$ cat config.mk
export PLATFORM = sky130hd
export DESIGN_NAME = key_press_pulser
export DESIGN_NICKNAME = d
export VERILOG_FILES = /design/src/rtl/key_press_pulser.sv
export SDC_FILE = /design/constraint.sdc
export NUM_CORES = 1
export LEC_CHECK = 0
export BUFFER_PORTS_ARGS = -buffer_cell sky130_fd_sc_hd__buf_2
export CAP_MARGIN = 20
export CORE_MARGIN = 1
export CORE_UTILIZATION = 30
export DETAILED_ROUTE_END_ITERATION = 8
export HOLD_SLACK_MARGIN = 0.1
export PLACE_DENSITY = 0.51
export SYNTH_ARGS = -nofsm -noshare
export SYNTH_HDL_FRONTEND = slang
export SYNTH_SLANG_ARGS = --single-unit
$ cat constraint.sdc
create_clock -name Clock -period 2.9 [get_ports Clock]
set_input_delay 0.435 -clock Clock [delete_from_list [all_inputs] [get_ports Clock]]
set_output_delay 0.435 -clock Clock [all_outputs]
set_load 0.02 [all_outputs]
$ cat src/rtl/key_press_pulser.sv
// Turns one raw, bouncing pushbutton into a clean single-cycle press event.
// Path: synchronizer -> press/release debounce FSM -> registered pulse and press tally.
module key_press_pulser #(
  parameter int SYNC_STAGES     = 2,
  parameter int DEBOUNCE_CYCLES = 4,
  parameter int ACTIVE_LOW      = 1,
  parameter int COUNT_W         = 8
) (
  input  logic               Clock,
  input  logic               Reset,
  input  logic               key_raw,
  input  logic               enable,
  output logic               press_pulse,
  output logic               key_held,
  output logic [COUNT_W-1:0] press_count,
  output logic [1:0]         fsm_state
);

  localparam logic           RELEASED_LVL = (ACTIVE_LOW != 0);
  localparam int             CW           = $clog2(DEBOUNCE_CYCLES + 1);
  localparam logic [CW-1:0]  CNT_LAST     = CW'(DEBOUNCE_CYCLES - 1);

  typedef enum logic [1:0] {
    RELEASED     = 2'd0,
    PRESS_WAIT   = 2'd1,
    HELD         = 2'd2,
    RELEASE_WAIT = 2'd3
  } state_t;

  logic [SYNC_STAGES-1:0] sync_q;
  logic                   pressed;
  state_t                 state, state_nxt;
  logic [CW-1:0]          cnt, cnt_nxt;
  logic                   fire;

  // Flops start at the released level so reset never looks like a press.
  always_ff @(posedge Clock or posedge Reset) begin
    if (Reset) sync_q <= {SYNC_STAGES{RELEASED_LVL}};
    else       sync_q <= {sync_q[SYNC_STAGES-2:0], key_raw};
  end

  assign pressed = sync_q[SYNC_STAGES-1] ^ RELEASED_LVL;

  always_comb begin
    state_nxt = state;
    cnt_nxt   = cnt;
    fire      = 1'b0;
    case (state)
      RELEASED: begin
        if (pressed) begin
          state_nxt = PRESS_WAIT;
          cnt_nxt   = CW'(1);
        end
      end
      PRESS_WAIT: begin
        if (!pressed) begin
          state_nxt = RELEASED;
          cnt_nxt   = '0;
        end else if (cnt == CNT_LAST) begin
          state_nxt = HELD;
          cnt_nxt   = '0;
          fire      = enable;
        end else begin
          cnt_nxt   = cnt + CW'(1);
        end
      end
      HELD: begin
        if (!pressed) begin
          state_nxt = RELEASE_WAIT;
          cnt_nxt   = CW'(1);
        end
      end
      RELEASE_WAIT: begin
        // A bounce back to pressed resumes HELD without a new pulse.
        if (pressed) begin
          state_nxt = HELD;
          cnt_nxt   = '0;
        end else if (cnt == CNT_LAST) begin
          state_nxt = RELEASED;
          cnt_nxt   = '0;
        end else begin
          cnt_nxt   = cnt + CW'(1);
        end
      end
      default: begin
        state_nxt = RELEASED;
        cnt_nxt   = '0;
      end
    endcase
  end

  always_ff @(posedge Clock or posedge Reset) begin
    if (Reset) begin
      state       <= RELEASED;
      cnt         <= '0;
      press_pulse <= 1'b0;
      key_held    <= 1'b0;
      press_count <= '0;
    end else begin
      state       <= state_nxt;
      cnt         <= cnt_nxt;
      press_pulse <= fire;
      key_held    <= (state_nxt == HELD) || (state_nxt == RELEASE_WAIT);
      press_count <= press_count + COUNT_W'(fire);
    end
  end

  assign fsm_state = state;

endmodule

==> results.py, run 1 <==
metrics = {
    "status": {
        "status": "completed",
    },
    "sta": {
        "rsz0062_at_grt": "false",
        "finalHoldViolations": 0,
        "max_freq_ghz": 0.503,
        "worst_slack_ps": 911,
        "min_period_ps": 1990,
        "setup_viol": 0,
        "fin_crit_sh_pct": 68.6,
        "timing.hold.ws_ps": 209,
        "fin_tns_setup_ps": 0,
        "finClkSkew_ps": 2.61,
        "relSlewSlack_pct": 58.4,
        "drv_slew": 0,
        "worst_pin_slew_ps": 624,
    },
    "floorplanning": {
        "chipWidth_um": 49.2,
        "die_h_um": 49.2,
        "ios": 16,
        "core_area_um2": 2020,
        "initial_utilization_pct": 33.0,
        "row_count": 16,
        "die-area_um2": 2420,
    },
    "route": {
        "remaining_drc_errors": 0,
        "drt-pass1-iter-count": 2,
        "detail_route.wl_per_cell_um": 11.0,
        "final_antenna_net_count": 0,
        "vias": 428,
        "initialDrtViolationCount": 11,
        "vias_per_cell": 4.46,
        "routed_wl_um": 1060,
    },
    "worst_setup_path": {
        "cp_top_family": "adder cells",
        "critPathBufInv": 0,
        "cp_cell_sequence": "ha_1, nand3b_1, nor4b_1, ha_1, ha_1, nand3_1, xnor2_1",
        "worst-path-max-fanout": 5,
        "endpoint_kind": "flip-flop",
        "startpoint_type": "flip-flop",
        "cpPeakStageDelay_ps": 410,
        "path_class": "flip-flop to flip-flop",
        "cp.arrival_ps": 2170,
        "slowest_stage": "nor4b_1",
        "cpMostUsedCell": "ha_1",
        "crit_required_ps": 3080,
    },
    "grt": {
        "gr-total-overflow": 0,
        "grt_first_pass_wirelength_um": 1810,
        "antenna_found_initial": 0,
        "grt_usage_pct": 10.0,
        "grt_pass1_vias": 421,
        "grt_max_degree": 18,
    },
    "synthesis": {
        "synth_area_leaders": "dfrtp_1 56%, dfstp_2 7.9%, xnor2_1 6.6%",
        "syn_avg_cell_area_um2": 13.4,
        "syn_nets": 57,
        "ys_seq_area_share_pct": 64.0,
        "synthesis.area_um2": 668,
        "yosysTopAreaCell": "dfrtp_1",
        "synth_warnings": 0,
        "syn-instance-count": 50,
        "ys_types": 19,
        "synth_top_cell_area_share_pct": 56.2,
        "ys_ff_latch": 17,
    },
    "clocking": {
        "numCtsBuffers": 3,
        "cts_hold_buf": 0,
        "path_clk_slew_ps": 100,
        "clk_latency_ps": 280,
        "clock-sinks": 17,
        "cts_tree": "done",
        "cts_setup_buffers": 0,
        "htreeDepth": 1,
        "cts_resized": 0,
        "root_buffer": "clkbuf_4",
        "cts_buffer_depth": 2,
    },
    "final_layout": {
        "nets": 77,
        "area_growth_pct": 20.4,
        "fin_cells": 96,
        "regArea_um2": 428,
        "final_util_pct": 39.8,
        "multi_input_area_um2": 236,
        "diodes": 0,
        "drive_gt1_share_pct": 33.3,
        "nFillCells": 199,
    },
    "placement": {
        "dp_slack_ps": 916,
        "gp_congestion": 0.683,
        "place_inst": 92,
        "port-buffer-count": 15,
        "dp_hpwl_um": 763,
    },
    "power_and_ir_drop": {
        "p_leak_nw": 0.416,
        "powerDensity_nw_per_um2": 778,
        "irDropWorstVdd_mv": 0.364,
    },
    "worst_hold_path": {
        "hold_path_class": "input pin to async pin",
    },
    "run": {
        "drv_cap": 0,
    },
}
final cells by class:
| cell class | instances | area share (%) |
|---|---|---|
| Timing Repair Buffer | 15 | 9.33 |
| Clock buffer | 3 | 2.80 |
| Clock inverter | 1 | 0.622 |
| Multi-Input combinational cell | 32 | 29.4 |
| Inverter | 1 | 0.467 |
| Tap cell | 27 | 4.20 |
| Sequential cell | 17 | 53.2 |
path summary, 6_finish.rpt:
check	from	endpoint	slack (ps)	cells past startpoint
setup reg to reg	cnt[0]	press_count[6]	910	7
max in group asynchronous	Reset	press_count[3]	2290	2
setup / recovery	cnt[0]	press_count[6]	910	7
hold / removal	Reset	press_count[6]	210	2
min in group Clock	key_raw	sync_q[0]	230	1
hold reg to reg	sync_q[0]	sync_q[1]	360	0
state kept, by name, indices dropped and copies added, names as in the netlist:
signal and cells:
key_held 1, press_pulse 1, sync_q 2, fsm_state 2, press_count 8, cnt 3
metrics by stage:
step / instance area [µm²] / total power [W]
after floorplan: 668 / 0.000449
after global placement: 777 / 0.000504
after detailed placement: 777 / 0.000508
after CTS: 805 / 0.000638
after global routing: 805 / 0.000669
final: 805 / 0.000626
where the power goes:
group / internal, W / switching (W)
Sequential: 0.000285 / 0.0000412
Combinational: 0.0000727 / 0.000102
Clock: 0.0000512 / 0.0000734
logic make-up (layout without fill, tap and decap cells):
| kind of cell | Yosys count | after routing | share of synthesized area (%) |
|---|---|---|---|
| compound gates | 6 | 6 | 5.24 |
| xor+xnor | 7 | 7 | 10.3 |
| fa+ha+maj | 3 | 3 | 5.62 |
| buf+inv | 1 | 20 | 0.561 |
| flops | 17 | 17 | 64.0 |
| simple gates | 16 | 16 | 14.2 |
metal layers:
metal / part of all wire (%) / vias up / track usage, %
met1: 47 / 207 / 12.6
li1: - / 211 / -
met5: 0 / - / 0
met4: 1.2 / 0 / 7.35
met2: 48 / 8 / 15.3
met3: 3.5 / 2 / 1.87
cells in the final DEF (no fill, tap or decap), types with 2 or more instances in the layout:
master and n:
ha_1 3, and3_1 2, buf_2 15, dfstp_2 2
dfrtp_1 15, clkbuf_4 3, o21a_1 2, xnor2_1 5
o21ai_0 4, nand3_1 6
cell usage after synthesis:
library cell,count
inv_1,1
and3_1,2
xnor2_1,5
dfrtp_1,15
and3b_1,1
o21a_1,2
nand3b_1,1
nand3_1,6
xnor2_2,1
ha_1,3
xor2_1,1
o21ai_0,4
dfstp_2,2
nor4b_1,1
nor2_1,1
nor2b_1,1
nand2b_1,1
and2_2,1
nand2_1,1
No activity file was read; power rests on OpenSTA's default activity.
==> run 2: changes to the inputs <==
clock period = 1.85 ns   (was 2.9 ns; I/O delays follow)
==> run 2 against run 1 <==
Effect of this change: sequential power increased by 57%; worst hold slack improved by 150 ps; critical endpoint is now press_count[7]; final area rose by 12%; worst setup slack worse by 740 ps; largest power group unchanged; wire length grew 0.57%; fmax rose by 18%; non-clock buffer count grew 8; final cell count increased by 8.3%; sequential share of layout area fell by 5.8 points; die area unchanged; flip-flop and latch count did not move; via count is 3.5% higher.
==> results.py, run 2 (synthesis gave the netlist of run 1 again) <==
metrics = {
    "status": {
        "status": "completed",
    },
    "floorplanning": {
        "die_h_um": 49.2,
        "row_count": 16,
        "chipWidth_um": 49.2,
        "ios": 16,
        "core_area_um2": 2020,
        "die-area_um2": 2420,
        "initial_utilization_pct": 33.0,
    },
    "route": {
        "drt-pass1-iter-count": 2,
        "vias_per_cell": 4.26,
        "initialDrtViolationCount": 6,
        "final_antenna_net_count": 0,
        "vias": 443,
        "remaining_drc_errors": 0,
        "routed_wl_um": 1060,
        "detail_route.wl_per_cell_um": 10.2,
    },
    "clocking": {
        "htreeDepth": 1,
        "path_clk_slew_ps": 90,
        "numCtsBuffers": 3,
        "cts_tree": "done",
        "clk_latency_ps": 280,
        "root_buffer": "clkbuf_4",
        "clock-sinks": 17,
        "cts_buffer_depth": 2,
    },
    "grt": {
        "gr-total-overflow": 0,
        "antenna_found_initial": 0,
        "grt_max_degree": 18,
        "grt_pass1_vias": 433,
        "grt_first_pass_wirelength_um": 1850,
        "grt_usage_pct": 10.6,
    },
    "worst_setup_path": {
        "path_class": "flip-flop to flip-flop",
        "r2r_slack_ps": 170,
        "endpoint_kind": "flip-flop",
        "startpoint_type": "flip-flop",
        "crit_required_ps": 2030,
        "cp.arrival_ps": 1860,
        "worst-path-max-fanout": 4,
    },
    "final_layout": {
        "largestRegisters": "press_count: 8 flops, cnt: 3 flops",
        "finalInstanceArea_um2": 902,
        "nets": 85,
        "largest_register_ffs": 8,
        "diodes": 0,
        "area_growth_pct": 35.0,
        "drive_gt1_share_pct": 41.6,
        "largest-register": "press_count",
        "final_cell_mix": "15 x dfrtp_1, 15 x buf_2, 6 x nand3_1, 6 x buf_4, 5 x xnor2_1",
    },
    "sta": {
        "worst_pin_slew_ps": 627,
        "setup_viol": 0,
        "min_period_ps": 1680,
        "finClkSkew_ps": 2.34,
        "max_freq_ghz": 0.594,
        "drv_slew": 0,
        "finalHoldViolations": 0,
        "timing.hold.ws_ps": 361,
        "relSlewSlack_pct": 58.1,
        "rsz0062_at_grt": "false",
        "fin_crit_sh_pct": 91.0,
    },
    "power_and_ir_drop": {
        "powerDensity_nw_per_um2": 1140,
        "p_leak_nw": 0.448,
        "irDropWorstVdd_mv": 0.488,
    },
    "placement": {
        "dp_hpwl_um": 743,
        "port-buffer-count": 15,
        "gp_congestion": 0.714,
        "place_area_um2": 815,
    },
    "run": {
        "drv_cap": 0,
    },
    "worst_hold_path": {
        "hold_path_class": "flip-flop to flip-flop",
    },
}
==> run 2: cell count changes in the layout (fill, tap and decap cells not counted), sizes merged <==
cell and delta:
buf +6, clkbuf +1, clkinv -1, dlygate4sd3 +2
==> run 2: path summary, 6_finish.rpt <==
kind | startpoint | end | depth (start not counted)
worst max-delay path | cnt[0] | press_count[7] | 8
worst min-delay path | sync_q[0] | sync_q[1] | 0
worst max register to register | cnt[0] | press_count[7] | 8
worst min register to register | sync_q[0] | sync_q[1] | 0
max in group asynchronous | Reset | key_held | 3
min in group asynchronous | Reset | press_count[7] | 3
==> run 2: final cells by class <==
class / instances / area (µm²)
clock buffer: 4 / 26.3
fill: 184 / 1120
inverter: 1 / 3.75
multi-input combinational: 32 / 270
sequential: 17 / 428
tap: 27 / 33.8
timing repair buffer: 23 / 140
==> run 2: critical path, cell delays in order (launching register included) <==
cell and delay [ps]:
dfrtp_1 370, ha_2 190, nand3b_1 120, nor4b_2 220, buf_4 160, ha_4 140
and3_1 150, nand3_1 100, xnor2_1 130
==> run 2: repair_timing <==
item	CTS	global route
endpoints found under the setup margin	4	4
resized for setup	1	5
pin swaps	1	1
cloned	0	0
setup buffers	1	0
hold buffers	2	0
hold endpoints to repair	16	0
==> run 2: per-layer routing <==
layer | share of wire, % | global-route usage (%) | vias up | wire (µm)
met4 | 2.3 | 7.35 | 0 | 24
met3 | 2.7 | 2.80 | 2 | 29
li1 | - | - | 227 | -
met1 | 49 | 12.9 | 208 | 520
met2 | 46 | 16.2 | 6 | 488
met5 | 0 | 0 | - | 0
==> run 2: stage by stage <==
| stage | std cells | setup WS, ps | TNS (ps) | utilization [%] | total power, W |
|---|---|---|---|---|---|
| floorplan | 50 | 34.5 | 0 | - | 0.000704 |
| global placement | 97 | -36.4 | -72.4 | 40.3 | 0.000826 |
| detailed placement | 97 | -31.1 | -66.7 | 40.3 | 0.000823 |
| CTS | 104 | 26.8 | 0 | 43.3 | 0.00103 |
| global route | 104 | 41.8 | 0 | 44.6 | 0.00112 |
| finish | 104 | 166 | 0 | 44.6 | 0.00103 |
==> run 2: where the power goes <==
group	total, W	switching (W)	internal [W]
clock	0.000190	0.000106	0.0000836
combinational	0.000328	0.000174	0.000155
sequential	0.000512	0.0000650	0.000447
